**src/rtl/barrett_reduce_pipe_pkg.sv**
```systemverilog
// Shared constants for the Barrett reduction pipeline.
//
// DATA_SIZE   : default modulus width K (q must satisfy 2^(K-1) <= q < 2^K)
// BARRETT_LAT : operand latency in cycles, input valid to output valid
// MU_W        : width of the Barrett constant mu = floor(2^(2K)/q)
// R0_W        : width of the partial remainder r0, which is always < 3q
package barrett_reduce_pipe_pkg;

  localparam int DATA_SIZE   = 32;
  localparam int BARRETT_LAT = 4;
  localparam int MU_W        = DATA_SIZE + 1;
  localparam int R0_W        = DATA_SIZE + 2;

endpackage

```
**src/rtl/barrett_reduce_pipe_cond_sub.sv**
```systemverilog
// barrett_cond_sub: final correction step of Barrett reduction.
// Takes the partial remainder r0 (0 <= r0 < 3q) and subtracts q at most twice
// to land in [0, q). Purely combinational.
//
// Ports:
//   r0 [DW+1:0] in   partial remainder
//   q  [DW-1:0] in   modulus
//   r  [DW-1:0] out  fully reduced remainder
module barrett_cond_sub #(
  parameter int DW = 32
) (
  input  logic [DW+1:0] r0,
  input  logic [DW-1:0] q,
  output logic [DW-1:0] r
);

  logic [DW+1:0] q_ext;
  logic [DW+1:0] t1;
  logic [DW+1:0] t2;
  logic          unused_t2_hi;

  always_comb begin
    q_ext = {2'b00, q};
    t1    = r0;
    if (t1 >= q_ext) begin
      t1 = t1 - q_ext;
    end
    t2 = t1;
    if (t2 >= q_ext) begin
      t2 = t2 - q_ext;
    end
    // After two corrections t2 < q < 2^DW, so the top two bits are zero.
    r = t2[DW-1:0];
  end

  assign unused_t2_hi = ^t2[DW+1:DW];

endmodule

```
**src/rtl/barrett_reduce_pipe.sv**
```systemverilog
// barrett_reduce_pipe: fully pipelined Barrett modular reducer, R = P mod q.
// Accepts one 2*DW-bit product per cycle, returns the DW-bit remainder four
// cycles later. No backpressure.
//
// Handshake: valid-only streaming. A beat is transferred on every posedge where
// in_valid is high; there is no ready, the pipeline always accepts. out_valid
// is high for exactly one cycle per accepted beat, BARRETT_LAT cycles later,
// in order. out_data (and out_tag) hold their last value while out_valid is low.
//
// Optional feature macro: BARRETT_TAG_EN adds in_tag/out_tag sideband ports
// (TAG_W bits) that travel alongside the operand with identical latency.
//
// Ports:
//   clk, reset          clock; synchronous active-high reset
//   cfg_we              1-cycle strobe to load cfg_q / cfg_mu
//   cfg_q [DW-1:0]      modulus q
//   cfg_mu [DW:0]       mu = floor(2^(2*DW)/q), computed by software
//   cfg_err             1-cycle pulse: a cfg_we was rejected (busy or in_valid)
//   busy                some operand is in flight
//   in_valid, in_data   operand P (2*DW bits)
//   out_valid, out_data remainder R (DW bits)
module barrett_reduce_pipe
  import barrett_reduce_pipe_pkg::*;
#(
  parameter int DW = DATA_SIZE
`ifdef BARRETT_TAG_EN
  , parameter int TAG_W = 8
`endif
) (
  input  logic              clk,
  input  logic              reset,
  input  logic              cfg_we,
  input  logic [DW-1:0]     cfg_q,
  input  logic [DW:0]       cfg_mu,
  output logic              cfg_err,
  output logic              busy,
  input  logic              in_valid,
  input  logic [2*DW-1:0]   in_data,
  output logic              out_valid,
  output logic [DW-1:0]     out_data
`ifdef BARRETT_TAG_EN
  ,
  input  logic [TAG_W-1:0]  in_tag,
  output logic [TAG_W-1:0]  out_tag
`endif
);

  localparam int MW = 2*DW + 2;  // q1*mu product width
  localparam int QW = DW + 1;    // width of q1 and q3
  localparam int RW = DW + 2;    // width of the working remainder

  logic [DW-1:0] q_reg;
  logic [DW:0]   mu_reg;
  logic          cfg_accept;

  logic          s1_valid;
  logic [MW-1:0] s1_m1;
  logic [RW-1:0] s1_plo;

  logic          s2_valid;
  logic [RW-1:0] s2_m2;
  logic [RW-1:0] s2_plo;

  logic          s3_valid;
  logic [RW-1:0] s3_r0;

  logic [QW-1:0] q1;
  logic [QW-1:0] q3;
  (* use_dsp = "yes" *) logic [MW-1:0] m1;
  (* use_dsp = "yes" *) logic [RW-1:0] m2;
  logic [DW-1:0] r_sub;
  logic          unused_m1_lo;

  assign busy = s1_valid | s2_valid | s3_valid | out_valid;

  // The modulus may only change while nothing is in flight and nothing is
  // arriving, so every operand is reduced with a single consistent q/mu.
  assign cfg_accept = cfg_we & ~busy & ~in_valid;

  always_ff @(posedge clk) begin
    if (reset) begin
      q_reg   <= '0;
      mu_reg  <= '0;
      cfg_err <= 1'b0;
    end else begin
      cfg_err <= cfg_we & ~cfg_accept;
      if (cfg_accept) begin
        q_reg  <= cfg_q;
        mu_reg <= cfg_mu;
      end
    end
  end

  // S1: estimate quotient numerator. Only the low DW+2 bits of P are needed
  // later, because the true remainder and the error term both fit there.
  assign q1 = in_data[2*DW-1:DW-1];
  assign m1 = MW'(q1) * MW'(mu_reg);

  // S2: quotient estimate times q, truncated to the working width.
  assign q3 = s1_m1[MW-1:DW+1];
  assign m2 = RW'(q3) * RW'(q_reg);
  assign unused_m1_lo = ^s1_m1[DW:0];

  barrett_cond_sub #(
    .DW (DW)
  ) u_cond_sub (
    .r0 (s3_r0),
    .q  (q_reg),
    .r  (r_sub)
  );

  // Data registers only load when their incoming stage is valid, so the
  // output holds the last result between samples.
  always_ff @(posedge clk) begin
    if (reset) begin
      s1_valid  <= 1'b0;
      s1_m1     <= '0;
      s1_plo    <= '0;
      s2_valid  <= 1'b0;
      s2_m2     <= '0;
      s2_plo    <= '0;
      s3_valid  <= 1'b0;
      s3_r0     <= '0;
      out_valid <= 1'b0;
      out_data  <= '0;
    end else begin
      s1_valid  <= in_valid;
      s2_valid  <= s1_valid;
      s3_valid  <= s2_valid;
      out_valid <= s3_valid;
      if (in_valid) begin
        s1_m1  <= m1;
        s1_plo <= in_data[RW-1:0];
      end
      if (s1_valid) begin
        s2_m2  <= m2;
        s2_plo <= s1_plo;
      end
      if (s2_valid) begin
        // Modular subtraction in RW bits; the result is known to be < 3q.
        s3_r0 <= s2_plo - s2_m2;
      end
      if (s3_valid) begin
        // With no modulus loaded the datapath output is meaningless; force 0.
        out_data <= (q_reg == '0) ? '0 : r_sub;
      end
    end
  end

`ifdef BARRETT_TAG_EN
  logic [TAG_W-1:0]       tag_pipe [BARRETT_LAT];
  logic [BARRETT_LAT-1:0] tag_ld;

  assign tag_ld = {s3_valid, s2_valid, s1_valid, in_valid};

  always_ff @(posedge clk) begin
    if (reset) begin
      for (int i = 0; i < BARRETT_LAT; i++) begin
        tag_pipe[i] <= '0;
      end
    end else begin
      if (tag_ld[0]) begin
        tag_pipe[0] <= in_tag;
      end
      for (int i = 1; i < BARRETT_LAT; i++) begin
        if (tag_ld[i]) begin
          tag_pipe[i] <= tag_pipe[i-1];
        end
      end
    end
  end

  assign out_tag = tag_pipe[BARRETT_LAT-1];
`endif

endmodule

```
**config.mk**
```make
export PLATFORM = sky130hd
export DESIGN_NAME = barrett_reduce_pipe
export DESIGN_NICKNAME = d
export VERILOG_FILES = /design/src/rtl/barrett_reduce_pipe_pkg.sv /design/src/rtl/barrett_reduce_pipe_cond_sub.sv /design/src/rtl/barrett_reduce_pipe.sv
export SDC_FILE = /design/constraint.sdc
export NUM_CORES = 2
export LEC_CHECK = 0
export CORE_AREA = 2 2 408 370
export DETAILED_ROUTE_END_ITERATION = 10
export DIE_AREA = 0 0 410 372
export GPL_TIMING_DRIVEN = 0
export PLACE_DENSITY = 0.66
export SLEW_MARGIN = 20
export SYNTH_ARGS = -nofsm -noshare
export SYNTH_HDL_FRONTEND = slang
export SYNTH_SLANG_ARGS = --single-unit
```
**constraint.sdc**
```tcl
create_clock -name clk -period 19.89 [get_ports clk]
set_clock_uncertainty 0.2 [all_clocks]
set_input_delay 3.978 -clock clk [delete_from_list [all_inputs] [get_ports clk]]
set_output_delay 3.978 -clock clk [all_outputs]
set_load 0.05 [all_outputs]
```
[Word level (Yosys, flattened, before mapping)]
Index checks and enable logic that the tools add are counted.
Widths: inputs -> output; s select.
Storage, ports and cells
  bits in registers: 304
  input bits: 133
  output and inout bits: 35
  logic and storage cells: 33
Cells by class
  $add $sub $neg: 3
  multiply operators: 2
  $lt $le $gt $ge: 2
  muxes and demuxes: 3
  bitwise operators: 9
  reduce and logical (&&, ||, !) cells: 1
Operator list (number)
  $ge 34x32->1: 2
  $mul 33x33->66: 1
  $mux 32: 2
  $mul 33x32->34: 1
  $mux 34: 1
  $sub 34x32->34: 1
  $sub 34x34->34: 1
  $logic_not 32->1: 1
  $sub 32x32->32: 1
  $and 1x1->1: 3
  $not 1->1: 3
  $or 1x1->1: 3

[Logic depth before layout (Yosys ltp)]
  depth after elaboration: 8
  gate-level depth with buffers: 30
  depth with buffers taken out: 29

[Hierarchy]
From an unflattened synthesis, not the netlist that was laid out.
Unflattened totals
  cells, all modules: 7854
  area total of the unflattened synthesis: 67643.6 um2
Modules (own cells, without submodules)
  barrett_reduce_pipe: times used 1, cells each 7216, area each 63163.1 um2
  barrett_cond_sub: times used 1, cells each 638, area each 4480.5 um2

[Worst setup path before layout]
OpenSTA, ideal clock, no wires.
  kind: in2reg
  from: in in_data[60]
  to: reg s1_m1[63]
  library setup time: 0.122 ns
  arrival time: 11.123 ns
  setup slack: 8.445 ns
  cell stages on the path: 27
  cell sequence: clkbuf_1 -> and2_1 -> fa_1 -> inv_1 -> fa_1 -> inv_1 -> fa_1 -> inv_1 -> fa_1 -> inv_1 -> fa_1 -> fa_1 -> fa_1 -> inv_1 -> fa_1 -> inv_1 -> ha_1 -> a21oi_1 -> nor2_1 -> or4_1 -> o2111a_1 -> a2111oi_0 -> o2111ai_1 -> nand3_1 -> nand3_1 -> a31o_2 -> a311o_1
Between the ends
  longest elaborated chain between the ends: 1
Ends and longest elaborated chain
  start: declaration: RTL line barrett_reduce_pipe.sv:38  | input logic [2*DW-1:0] in_data,
  $mul 33x33->66: RTL line barrett_reduce_pipe.sv:97  | assign m1 = MW'(q1) * MW'(mu_reg);
  end signal: assignment: RTL line barrett_reduce_pipe.sv:132  | s1_m1 <= m1;
  end: declaration: RTL line barrett_reduce_pipe.sv:57  | logic [MW-1:0] s1_m1;
No other way between the ends.
A chain may end at the register's enable or synchronous reset.

[Worst setup path after layout]
  from: in in_data[49]
  to: reg s1_m1[56]
Same word-level chain as after synthesis.

==> flow_metrics.tcl <==
set metrics [dict create \
    fin_area_um2 71600 \
    drtIter0Drc 5375 \
    setup_tns_ns 0 \
    synth_ff_type "dfxtp_1" \
    wl_per_cell_um 25.0 \
    ir_worst_vdd_uv 135 \
    synth-seq-cells 271 \
    status "complete, no violations" \
    synth_fp_nets 9722 \
    crit_arrival_ns 13.90 \
    rows 135 \
    synthTopCellsByCount "inv_1, fa_1, nand2_1" \
    antenna_found_initial 33 \
    vias 54300 \
    slew_viol_final 0 \
    finalHoldViolations 0 \
    grt_pass1_vias 55900 \
    start_util_pct 44.6 \
    yosys.area.top_type "fa_1" \
    synthMostInstantiatedCell "inv_1" \
    yosysWarnings 0 \
    worst_pin_slew_ns 1.29 \
    die_area_um2 153000 \
    p_per_area_nw_per_um2 68.3 \
    ctsHoldBuffers 0 \
    slowest_stage "clkbuf_1" \
    synthCells 7678 \
    cp_max_fo 10 \
    nets 9920 \
    hpwl_um 208000 \
    io_buffers 166 \
    leakage_nw 34.8 \
    synthTopCellsByArea "fa_1, inv_1, ha_1, dfxtp_1, nand2_1" \
    ys_seq_area_share_pct 8.17 \
    cts_resized 0 \
    setup_viol 0 \
    first_pass_iters 6 \
    post-route-period-util_pct 68.5 \
    post-route-drc-count 0 \
    place_congestion 1.04 \
    tritoncts "done" \
    globalRouteTotalUtil_pct 32.9 \
    power.internal_w 0.00224 \
    synth_area_um2 66400 \
    wl_um 247000 \
    tritoncts_num_sinks 271 \
    maxSlewHeadroom_pct 13.7 \
    clkLatencyLatePin_ns 0.66 \
    rsz0062_at_grt "false" \
    worstSetupStartpointType "input port" \
    core_um2 149000 \
    avgSynthCellArea_um2 8.65 \
    power.total_w 0.00489 \
    path_clk_slew_ns 0.07 \
    grt_overflow 0 \
    grt_pass1_wl_um 367000 \
    multi_input_area_um2 53100 \
    drv_cap 0 \
    fin_ws_ns 6.26 \
    die_h_um 372 \
    drive_above_1_share_pct 1.15 \
    cpPeakStageDelay_ns 0.99 \
    async_flop_share_pct 0 \
    avgViaCountPerCell 5.49 \
    swShare_pct 54.2 \
    clock_power_share_pct 12.1 \
    post_dp_cell_area_um2 70600 \
    ios 168 \
    synth_edf_count 0 \
    fp.dieW_um 410 \
    syn_to_final_growth_pct 7.85 \
    clockBufferDepth 3 \
    synth.distinct_cells 81 \
    post-place-ws_ns 5.85 \
    endpoint_kind "flip-flop" \
    switchingPower_w 0.00265 \
    numCtsBuffers 30 \
    seq_area_um2 5430 \
    grt_max_degree 18 \
    cts_setup_buffers 0 \
    seq_power_share_pct 13.8 \
    postRouteAntennaNets 0 \
    critical_path_class "input port to flip-flop" \
    htreeDepth 1 \
    cp_data_required_time_ns 20.16 \
    power_frac_comb_pct 74.1 \
    cts-root-buf "clkbuf_16" \
    yosysTopAreaCellShare_pct 43.0 \
    worstHoldPathType "flip-flop to flip-flop" \
    path_common_cell "fa_1" \
    fmax_mhz 73.4 \
    layout_min_cycle_time_ns 13.63 \
    n_fill_cell 14500 \
]
[cell type report]
class	instances	area share [%]
Antenna cell	18	0.0629
Multi-Input combinational cell	5296	74.1
Clock buffer	34	1.10
Buffer	413	2.20
Tap cell	1986	3.47
Inverter	1698	8.90
Sequential cell	271	7.57
Timing Repair Buffer	166	2.32
Clock inverter	21	0.314
[cells in the final DEF (no fill, tap or decap), types with 30 or more instances in the layout]
master and n:
clkbuf_1 374, ha_1 483, o21ai_0 94, a21o_1 72, clkdlybuf4s50_1 166, clkbuf_16 30, o21ai_1 32, o21a_1 31
mux2i_1 129, nor3_1 32, nand2_1 1272, fa_1 1428, xor2_1 53, and2_1 687, nor2_1 243, a211oi_1 35
xnor2_1 134, dfxtp_1 271, a21oi_1 220, inv_1 1698
[cells by family after synthesis]
kind of cell | after synthesis | share of synthesized area, %
simple gates | 2418 | 17.1
flops | 271 | 8.17
xor+xnor | 187 | 2.47
buf+inv | 2111 | 12.0
mux | 135 | 2.05
fa+ha+maj | 1911 | 52.1
compound gates | 645 | 6.15
[per-stage QoR]
| step | utilization (%) | cells | hold WS, ns |
|---|---|---|---|
| floorplan | - | 7678 | 0.247 |
| global placement | 47.4 | 9830 | 0.236 |
| detailed placement | 47.4 | 9830 | 0.238 |
| CTS | 48.1 | 9885 | 0.256 |
| global route | 48.1 | 9889 | 0.282 |
| finish | 48.1 | 9903 | 0.255 |
[power groups by stage]
stage               combinational [W]  sequential (W)  clock (W)
global placement              0.00351        0.000682          0
detailed placement            0.00355        0.000682          0
finish                        0.00362        0.000677   0.000592
global route                  0.00398        0.000675   0.000623
CTS                           0.00358        0.000671   0.000601
floorplan                     0.00237        0.000673          0
[path summary, 6_finish.rpt]
| check | from | endpoint | slack [ns] | cells after the start |
|---|---|---|---|---|
| worst max-delay path | in_data[49] | s1_m1[56] | 6.26 | 29 |
| worst min-delay path | out_data[9] | out_data[9] | 0.25 | 2 |
| worst max register to register | mu_reg[8] | s1_m1[56] | 9.83 | 26 |
| worst min register to register | out_data[9] | out_data[9] | 0.25 | 2 |
[layer usage]
| layer | part of all wire [%] | GRT usage (%) | up-vias | wire length, um |
|---|---|---|---|---|
| met3 | 13 | 11.0 | 558 | 31400 |
| li1 | - | - | 23200 | - |
| met5 | 0.0053 | 0 | - | 13 |
| met1 | 41 | 45.2 | 27700 | 102000 |
| met2 | 41 | 47.8 | 2835 | 102000 |
| met4 | 4.9 | 12.9 | 2 | 12000 |
[worst max-delay path: cells and delay by family]
family	cells	cell delay, ns
and+or+nand+nor	3	0.64
buffers and inverters	8	2.25
adders and majority gates	9	3.86
AOI/OAI and AO/OA	8	2.88
xor gates and xnor gates	1	0.25
Note: power is estimated with default switching activity, not from simulation.
